**config.mk**
```make
export PLATFORM = sky130hd
export DESIGN_NAME = buffer_drain_arbiter
export DESIGN_NICKNAME = d
export VERILOG_FILES = /design/src/rtl/buffer_drain_arbiter.sv
export SDC_FILE = /design/constraint.sdc
export NUM_CORES = 1
export LEC_CHECK = 0
export ABC_AREA = 0
export BUFFER_PORTS_ARGS = -buffer_cell sky130_fd_sc_hd__buf_2
export CAP_MARGIN = 20
export CORE_UTILIZATION = 50
export CTS_CLUSTER_DIAMETER = 50
export CTS_CLUSTER_SIZE = 20
export DETAILED_ROUTE_END_ITERATION = 7
export HOLD_SLACK_MARGIN = 0.05
export PLACE_DENSITY = 0.71
export SKIP_LAST_GASP = 1
export SYNTH_ARGS = -nofsm -noshare
export SYNTH_HDL_FRONTEND = slang
export SYNTH_SLANG_ARGS = --single-unit
```
**constraint.sdc**
```tcl
create_clock -name clk -period 8.1 [get_ports clk]
set_clock_uncertainty 0.05 [all_clocks]
set_input_delay 0.405 -clock clk [delete_from_list [all_inputs] [get_ports clk]]
set_output_delay 0.405 -clock clk [all_outputs]
set_load 0.01 [all_outputs]
```
**src/rtl/buffer_drain_arbiter.sv**
```systemverilog
// Round-robin drain of four BRAM buffers into fixed-length Avalon DRAM write bursts.
// Each buffer owns a contiguous DRAM region; a 4-entry FIFO decouples BRAM read latency from DRAM back-pressure.
module buffer_drain_arbiter #(
  parameter int BURST_LEN = 8,
  parameter int ADDR_W    = 25,
  parameter int DATA_W    = 256
) (
  input  logic              clk,
  input  logic              rst_n,
  input  logic              enable,
  input  logic [3:0]        BRAM_ready_mask,
  output logic [3:0]        BRAM_rd_request,
  input  logic              BRAM_rd_valid,
  input  logic [DATA_W-1:0] BRAM_rd_data,
  output logic [2:0]        BRAM_Sel,
  input  logic              DRAM_Wait_Request,
  output logic              DRAM_Write_Enable,
  output logic              DRAM_Write_Burst_Begin,
  output logic [4:0]        DRAM_Write_Burst_Count,
  output logic [ADDR_W-1:0] DRAM_Write_Addr,
  output logic [DATA_W-1:0] DRAM_Write_Data,
  output logic              busy,
  output logic [15:0]       bursts_done
);

  localparam int OFF_W = ADDR_W - 2;
  localparam int CNT_W = $clog2(BURST_LEN) + 1;
  localparam logic [CNT_W-1:0] LAST_BEAT = CNT_W'(BURST_LEN - 1);
  localparam logic [CNT_W-1:0] ALL_BEATS = CNT_W'(BURST_LEN);
  localparam logic [OFF_W-1:0] OFF_STEP  = OFF_W'(BURST_LEN);

  typedef enum logic [1:0] {IDLE, GRANT, XFER, DRAIN} state_t;

  state_t            state, state_nxt;
  logic [1:0]        rst_sync;
  logic              run;
  logic [1:0]        rr_ptr, sel, pick;
  logic              pick_ok;
  logic [CNT_W-1:0]  req_cnt, acc_cnt;
  logic [2:0]        outstanding, fifo_count;
  logic [1:0]        wr_ptr, rd_ptr;
  logic [DATA_W-1:0] fifo_mem [4];
  logic [OFF_W-1:0]  offset [4];
  logic              overflow;
  logic              issue, push, pop, fifo_full, last_beat;

  // Reset release is retimed so nothing starts within two cycles of rst_n rising.
  always_ff @(posedge clk or negedge rst_n) begin
    if (!rst_n) rst_sync <= 2'b00;
    else        rst_sync <= {rst_sync[0], 1'b1};
  end
  assign run = rst_sync[1];

  // Beats still in flight from a reset-aborted burst arrive with outstanding==0 and are dropped.
  assign fifo_full = (fifo_count == 3'd4);
  assign issue     = (state == XFER) && (req_cnt != ALL_BEATS)
                     && ((4'(outstanding) + 4'(fifo_count)) < 4'd4);
  assign push      = BRAM_rd_valid && (outstanding != 3'd0);
  assign pop       = (fifo_count != 3'd0) && !DRAM_Wait_Request;
  assign last_beat = (state == DRAIN) && pop && (acc_cnt == LAST_BEAT);

  // NOTE: always_comb gives every output a default first, so no path can infer a latch.
  always_comb begin
    pick    = rr_ptr;
    pick_ok = 1'b0;
    for (int i = 3; i >= 0; i--) begin
      if (BRAM_ready_mask[rr_ptr + 2'(i)]) begin
        pick    = rr_ptr + 2'(i);
        pick_ok = 1'b1;
      end
    end
  end

  always_comb begin
    state_nxt = state;
    case (state)
      // A sticky overflow means the datapath is corrupt; stop starting new bursts.
      IDLE:  if (run && enable && (BRAM_ready_mask != 4'd0) && !overflow) state_nxt = GRANT;
      GRANT: state_nxt = pick_ok ? XFER : IDLE;
      XFER:  if (issue && (req_cnt == LAST_BEAT)) state_nxt = DRAIN;
      DRAIN: if (last_beat)
               state_nxt = (enable && (BRAM_ready_mask != 4'd0)) ? GRANT : IDLE;
      default: state_nxt = IDLE;
    endcase
  end

  // NOTE: sequential state uses non-blocking assignments so every flop samples pre-edge values.
  always_ff @(posedge clk or negedge rst_n) begin
    if (!rst_n) state <= IDLE;
    else        state <= state_nxt;
  end

  always_ff @(posedge clk or negedge rst_n) begin
    if (!rst_n) begin
      rr_ptr      <= 2'd0;
      sel         <= 2'd0;
      req_cnt     <= '0;
      acc_cnt     <= '0;
      outstanding <= 3'd0;
      fifo_count  <= 3'd0;
      wr_ptr      <= 2'd0;
      rd_ptr      <= 2'd0;
      bursts_done <= 16'd0;
      overflow    <= 1'b0;
      for (int i = 0; i < 4; i++) offset[i] <= '0;
    end else begin
      if (state == GRANT && pick_ok) begin
        sel     <= pick;
        rr_ptr  <= pick + 2'd1;
        req_cnt <= '0;
        acc_cnt <= '0;
      end else begin
        if (issue) req_cnt <= req_cnt + CNT_W'(1);
        if (pop)   acc_cnt <= acc_cnt + CNT_W'(1);
      end

      case ({issue, push})
        2'b10:   outstanding <= outstanding + 3'd1;
        2'b01:   outstanding <= outstanding - 3'd1;
        default: outstanding <= outstanding;
      endcase

      if (push) begin
        if (fifo_full) overflow <= 1'b1;
        else           wr_ptr   <= wr_ptr + 2'd1;
      end
      if (pop) rd_ptr <= rd_ptr + 2'd1;
      fifo_count <= fifo_count + 3'(push && !fifo_full) - 3'(pop);

      if (last_beat) begin
        bursts_done <= bursts_done + 16'd1;
        offset[sel] <= offset[sel] + OFF_STEP;
      end
    end
  end

  // NOTE: FIFO storage has no reset; fifo_count alone decides which entries are meaningful.
  always_ff @(posedge clk) begin
    if (push && !fifo_full) fifo_mem[wr_ptr] <= BRAM_rd_data;
  end

  // Every DRAM output derives from registers that only move on an accepted beat, so they hold under wait.
  assign BRAM_rd_request        = issue ? (4'b0001 << sel) : 4'b0000;
  assign BRAM_Sel               = {1'b0, sel};
  assign DRAM_Write_Enable      = (fifo_count != 3'd0);
  assign DRAM_Write_Burst_Begin = DRAM_Write_Enable && (acc_cnt == '0);
  assign DRAM_Write_Burst_Count = 5'(BURST_LEN);
  assign DRAM_Write_Addr        = {sel, offset[sel]};
  assign DRAM_Write_Data        = fifo_mem[rd_ptr];
  assign busy                   = (state != IDLE);

endmodule
```
### Word level (Yosys, flattened, before mapping)

Memory sizes are Yosys's and may differ from the RTL's.
Index checks and enable logic that the tools add are counted.

| word-level totals | value |
|---|---|
| register bits | 135 |
| latch bits | 0 |
| memory bits (writable) | 1,024 |
| ROM bits | 0 |
| input bits | 265 |
| logic and storage cells | 120 |
| memories | 1 |

Memory list:

| memory | words | width | read ports | clocked after Yosys merged registers in | wr ports | RTL line | text |
|---|---|---|---|---|---|---|---|
| fifo_mem | 4 | 256 | 1 | 0 | 1 | 42 | `logic [DATA_W-1:0] fifo_mem [4];` |

| cells by class | value |
|---|---|
| $add $sub $neg | 15 |
| multiply operators | 0 |
| div/mod/pow operators | 0 |
| magnitude comparators | 7 |
| equality and inequality tests | 12 |
| shift operators | 1 |
| multiplexer cells | 36 |
| bitwise gates (word level) | 2 |
| reduce and logical (&&, ||, !) cells | 30 |

Operators with widths:

| cell | count |
|---|---|
| bitwise mux 92 bit | 1 |
| 2-to-1 mux 23 bit | 3 |
| binary-select mux 23 bit (select 2 bit) | 1 |
| demux 23 bit (select 2 bit) | 1 |
| adder 23 x 4 -> 23 bit, second input constant | 1 |
| 2-to-1 mux 4 bit | 5 |
| adder 16 x 1 -> 16 bit, second input constant | 1 |
| 2-to-1 mux 2 bit | 8 |
| logical AND 1 bit | 15 |
| < comparator 2 x 3 -> 1 bit, second input constant | 4 |
| 2-to-1 mux 1 bit | 11 |
| adder 2 x 1 -> 2 bit, second input constant | 4 |
| adder 4 x 1 -> 4 bit, second input constant | 2 |
| binary-select mux 1 bit (select 2 bit) | 4 |
| equality test 4 x 3 -> 1 bit, second input constant | 2 |
| one-hot mux 2 bit (4 select lines) | 1 |
| nonzero test 2 bit | 4 |
| equality test 2 bit, second input constant | 3 |
| one-hot mux 3 bit (2 select lines) | 1 |
| nonzero test 3 bit | 2 |
| adder 2 bit, second input constant | 2 |
| adder 3 x 3 -> 4 bit | 1 |
| equality test 2 x 1 -> 1 bit, second input constant | 2 |
| logical NOT 4 bit | 1 |
| other kinds (19) | 23 |

### Logic depth before layout (Yosys ltp)

| logic depth | value |
|---|---|
| depth in word-level cells | 9 |
| gate-level depth with buffers | 12 |
| gate-level depth less buffers | 12 |

### Worst setup path after synthesis

No wires, ideal clock.

| timing path | value |
|---|---|
| kind | reg2reg |
| start point | register outstanding[0] |
| end point | memory fifo_mem[0][0], enable pin |
| library setup time | 0.649 ns |
| data arrival time | 6.812 ns |
| required time | 7.401 ns |
| slack | 0.589 ns |
| stages on the path, launching flop included | 4 |
| buffers on the path | 0 |
| cell sequence | dfrtp_1 o31a_1 a21boi_1 and2_1 |

| between the ends | value |
|---|---|
| word-level cells in the longest chain between the ends | 5 |

Ends and longest elaborated chain:

| item | RTL line | text |
|---|---|---|
| start: declaration | 40 | `logic [2:0] outstanding, fifo_count;` |
| start signal: assignment | 118 | `2'b10: outstanding <= outstanding + 3'd1;` |
| start signal: assignment | 119 | `2'b01: outstanding <= outstanding - 3'd1;` |
| start signal: assignment | 120 | `default: outstanding <= outstanding;` |
| nonzero test 3 bit | 58 | `assign push = BRAM_rd_valid && (outstanding != 3'd0);` |
| logical AND 1 bit | 58 |  |
| logical AND 1 bit | 139 | `if (push && !fifo_full) fifo_mem[wr_ptr] <= BRAM_rd_data;` |
| 2-to-1 mux 1 bit | 139 |  |
| 2-to-1 mux 1 bit (implied by the code) | 139 |  |
| end: declaration | 42 |  |

Every way passes these cells.

### Worst setup path after layout

| timing path | value |
|---|---|
| start point | register rd_ptr[0] |
| end point | output DRAM_Write_Data[6] |

| between the ends | value |
|---|---|
| word-level cells in the longest chain between the ends | 1 |

Ends and longest elaborated chain:

| item | RTL line | text |
|---|---|---|
| start: declaration | 41 | `logic [1:0] wr_ptr, rd_ptr;` |
| start signal: assignment | 127 | `if (pop) rd_ptr <= rd_ptr + 2'd1;` |
| memory (4 x 256 bit) | -- |  |
| end: declaration | 21 | `output logic [DATA_W-1:0] DRAM_Write_Data,` |

Every way passes these cells.

==> metrics.txt <==
GR Overflow Total 0; layout cells sized above 1 between 30% and 40%; Reg clk slew, reported paths approximately 0.080 ns; die width between 200 and 300 µm; design area between 50,000 and 60,000 µm²; FP Rows ~110; combinational share of power 28.2%; EDFF count, synth 1,024; global-route wire length before repair ~140,000 µm; Clock power frac between 20% and 30%; drt drc 0; cts repair resizes 0; Post-synth top cells edfxtp_1, mux4_2, dfrtp_1; largest net degree at the start of global routing between 150 and 200; area of the multi-input gates 8510 µm²; fin util between 60% and 70%; Final Hold Fails 0; Tightest Hold Check Type input port to flop; Post-DP HPWL around 56,000 µm; relative slew slack between 10% and 20%; Sequential Area ~34,000 µm²; Yosys reg bits 1,159; starting density of the core about half; CTS sink count 1,159; Synth area leaders edfxtp_1, mux4_2, dfrtp_1; via count approximately 22,000; MaxCap Viol Count 0; P_int about 13,000 µW; Antenna Nets Post-Route 0; Period minus WS final around 4.2 ns; root buf cell clkbuf_16; period utilization between 50% and 60%; ys async rst share between 10% and 20%; Least-Margin Pin Slew 1.32 ns; Synth Instances 1,924; H-tree levels 3; Worst Setup Start Kind flop; synth warn 0; Syn Area/Cell 22.4 µm²; outcome completed; CP Cell Sequence buf_12 > buf_4 > mux4_2 > buf_2; CP bufs+invs 3; sw frac a little under a third; Synth cell types slightly above 50; fill count roughly 5,700; final setup margin between 3 and 4 ns; Area Growth Syn to Fin 24.3%; Leak 0.0191 µW; antenna violations before repair 10; Crit path largest cell delay 0.90 ns; die area 87,500 µm²; DR WL/cell between 20 and 25 µm; share of the synthesized area in the top cell type a little under three quarters; max-slew violations 0; routed vias/inst 5.50; CP Class flop to output pin; # setup viols final 0; RSZ-0062 raised after global routing no; slowest cell on the critical path dfrtp_4; DRT Pass-1 Iters 5; most common flop cell mapped by yosys edfxtp_1; crit path DAT ~3.7 ns; most used standard cell by instance count after synthesis edfxtp_1; worst-case vdd ir drop 0.350 mV; Placed Area between 40,000 and 50,000 µm²; global router's overall resource usage 21.8%; Crit path max-delay family buffers and inverters; PortBufs 570; sequential share of power between 40% and 50%; Routed WL 95,000 µm; sequential share of the synthesized area between 70% and 80%; total core area 85,300 µm²; CTS tree built; Boundary Pins ~580; Max Fanout on Critical Path 86; GP Congestion slightly below 0.8; DRT iter0 DRCs about 1,500; Layout Nets about 3,100; CTS max path bufs 3; Psw between 5000 and 6000 µW; Netlist Area Pre-Place 43,200 µm²; dominant cell type by area after synthesis edfxtp_1; dpl ws 4.41 ns; Final Power 18,700 µW; vias in the first global route 23,585; Final TNS setup 0 ns; Max Clk Rate between 200 and 250 MHz; pwr dens around 350 nW/µm²; worst-skew pair later-pin latency between 0.6 and 0.7 ns; total CTS buffers about 110; Worst Path Required 7.65 ns; Die Height 296 µm; CP Capture Type output pin
-- stage by stage --
step | hold slack (ns) | cells
after CTS | 0.0823 | 4018
after floorplan | 0.0594 | 1929
after detailed placement | 0.289 | 3562
after global placement | 0.286 | 3562
after global routing | 0.119 | 4023
final | 0.145 | 4023
-- area by class of cell --
class                           count  share of cell area, %
Clock buffer                      107                   4.93
Tap cell                         1144                   2.67
Multi-Input combinational cell    644                   15.9
Inverter                           24                  0.168
Clock inverter                     90                   2.05
Timing Repair Buffer              851                   10.7
Antenna cell                        4                 0.0187
Sequential cell                  1159                   63.6
-- metal layers --
metal	vias up	wire [µm]	track usage [%]
met5	-	87	0
met3	179	6880	5.43
met4	12	3340	8.44
met1	11491	34400	26.3
met2	805	50300	37.6
li1	9629	-	-
-- power groups by stage --
| stage | Combinational [µW] | Sequential (µW) | Clock [µW] |
|---|---|---|---|
| 2_1_floorplan | 3320 | 8340 | 0 |
| 3_3_place_gp | 5190 | 8220 | 0 |
| 3_5_place_dp | 5210 | 8300 | 0 |
| 4_1_cts | 5350 | 8180 | 5330 |
| 5_1_grt | 5630 | 8280 | 5550 |
| 6_report | 5270 | 8180 | 5240 |
-- logic make-up (layout without fill, tap and decap cells) --
group	after synthesis	count (layout)	share of synthesized area (%)
flops	1159	1159	79.1
other cells	2	11	0.0174
mux	288	288	14.8
buf+inv	126	1072	1.28
compound gates	98	98	1.22
xor+xnor	47	47	0.954
fa+ha+maj	17	17	0.528
simple gates	187	187	2.15
-- final timing paths --
path | startpoint | end | slack, ns | cells after the start
min in group asynchronous | rst_n | offset[48] | 0.28 | 2
max reg2reg | outstanding[0] | fifo_mem[1][1] | 4.51 | 5
min | BRAM_rd_valid | overflow | 0.14 | 3
min reg2reg | rst_sync[0] | rst_sync[1] | 0.30 | 0
max | rd_ptr[0] | DRAM_Write_Data[6] | 3.94 | 4
max in group asynchronous | rst_n | rd_ptr[1] | 6.61 | 4
-- placed cells by master, fill, tap and decap left out, types with 4 or more instances in the layout --
master	count
a21oi_1	8
and2_4	4
and3_1	4
buf_12	7
buf_2	569
buf_4	15
bufinv_16	6
clkbuf_16	105
clkinv_1	4
clkinv_2	5
clkinv_4	10
clkinv_8	9
clkinvlp_4	9
conb_1	7
dfrtp_1	132
diode_2	4
dlygate4sd3_1	259
edfxtp_1	1024
ha_1	15
inv_1	24
inv_12	5
inv_16	6
inv_6	18
inv_8	17
mux2_2	5
mux2i_1	4
mux4_2	279
nand2_1	103
nand2b_1	4
nand3_1	10
nand4_1	6
nor2_1	25
nor3_1	5
o21ai_0	50
o21ai_1	31
xnor2_1	22
xor2_1	25
-- tightest hold or removal path: stages --
cell	delay, ns
buf_2	0.08
o31a_1	0.18
a31o_2	0.17
-- sequential cells by signal (all words and copies together), names as in the netlist, named ones only --
name and flops:
fifo_count 3, req_cnt 4, sel 2, overflow 1, outstanding 3, rr_ptr 2, acc_cnt 4, offset 92
rd_ptr 2, state 1, fifo_mem 1024, bursts_done 16, wr_ptr 2, rst_sync 2
-- repair_timing --
item,4_1_cts,5_1_grt
endpoints found under the hold margin,1079,0
hold buffers,259,0
buffers inserted,0,0
setup endpoints to repair,0,0
Power figures use the tool's default switching activity.
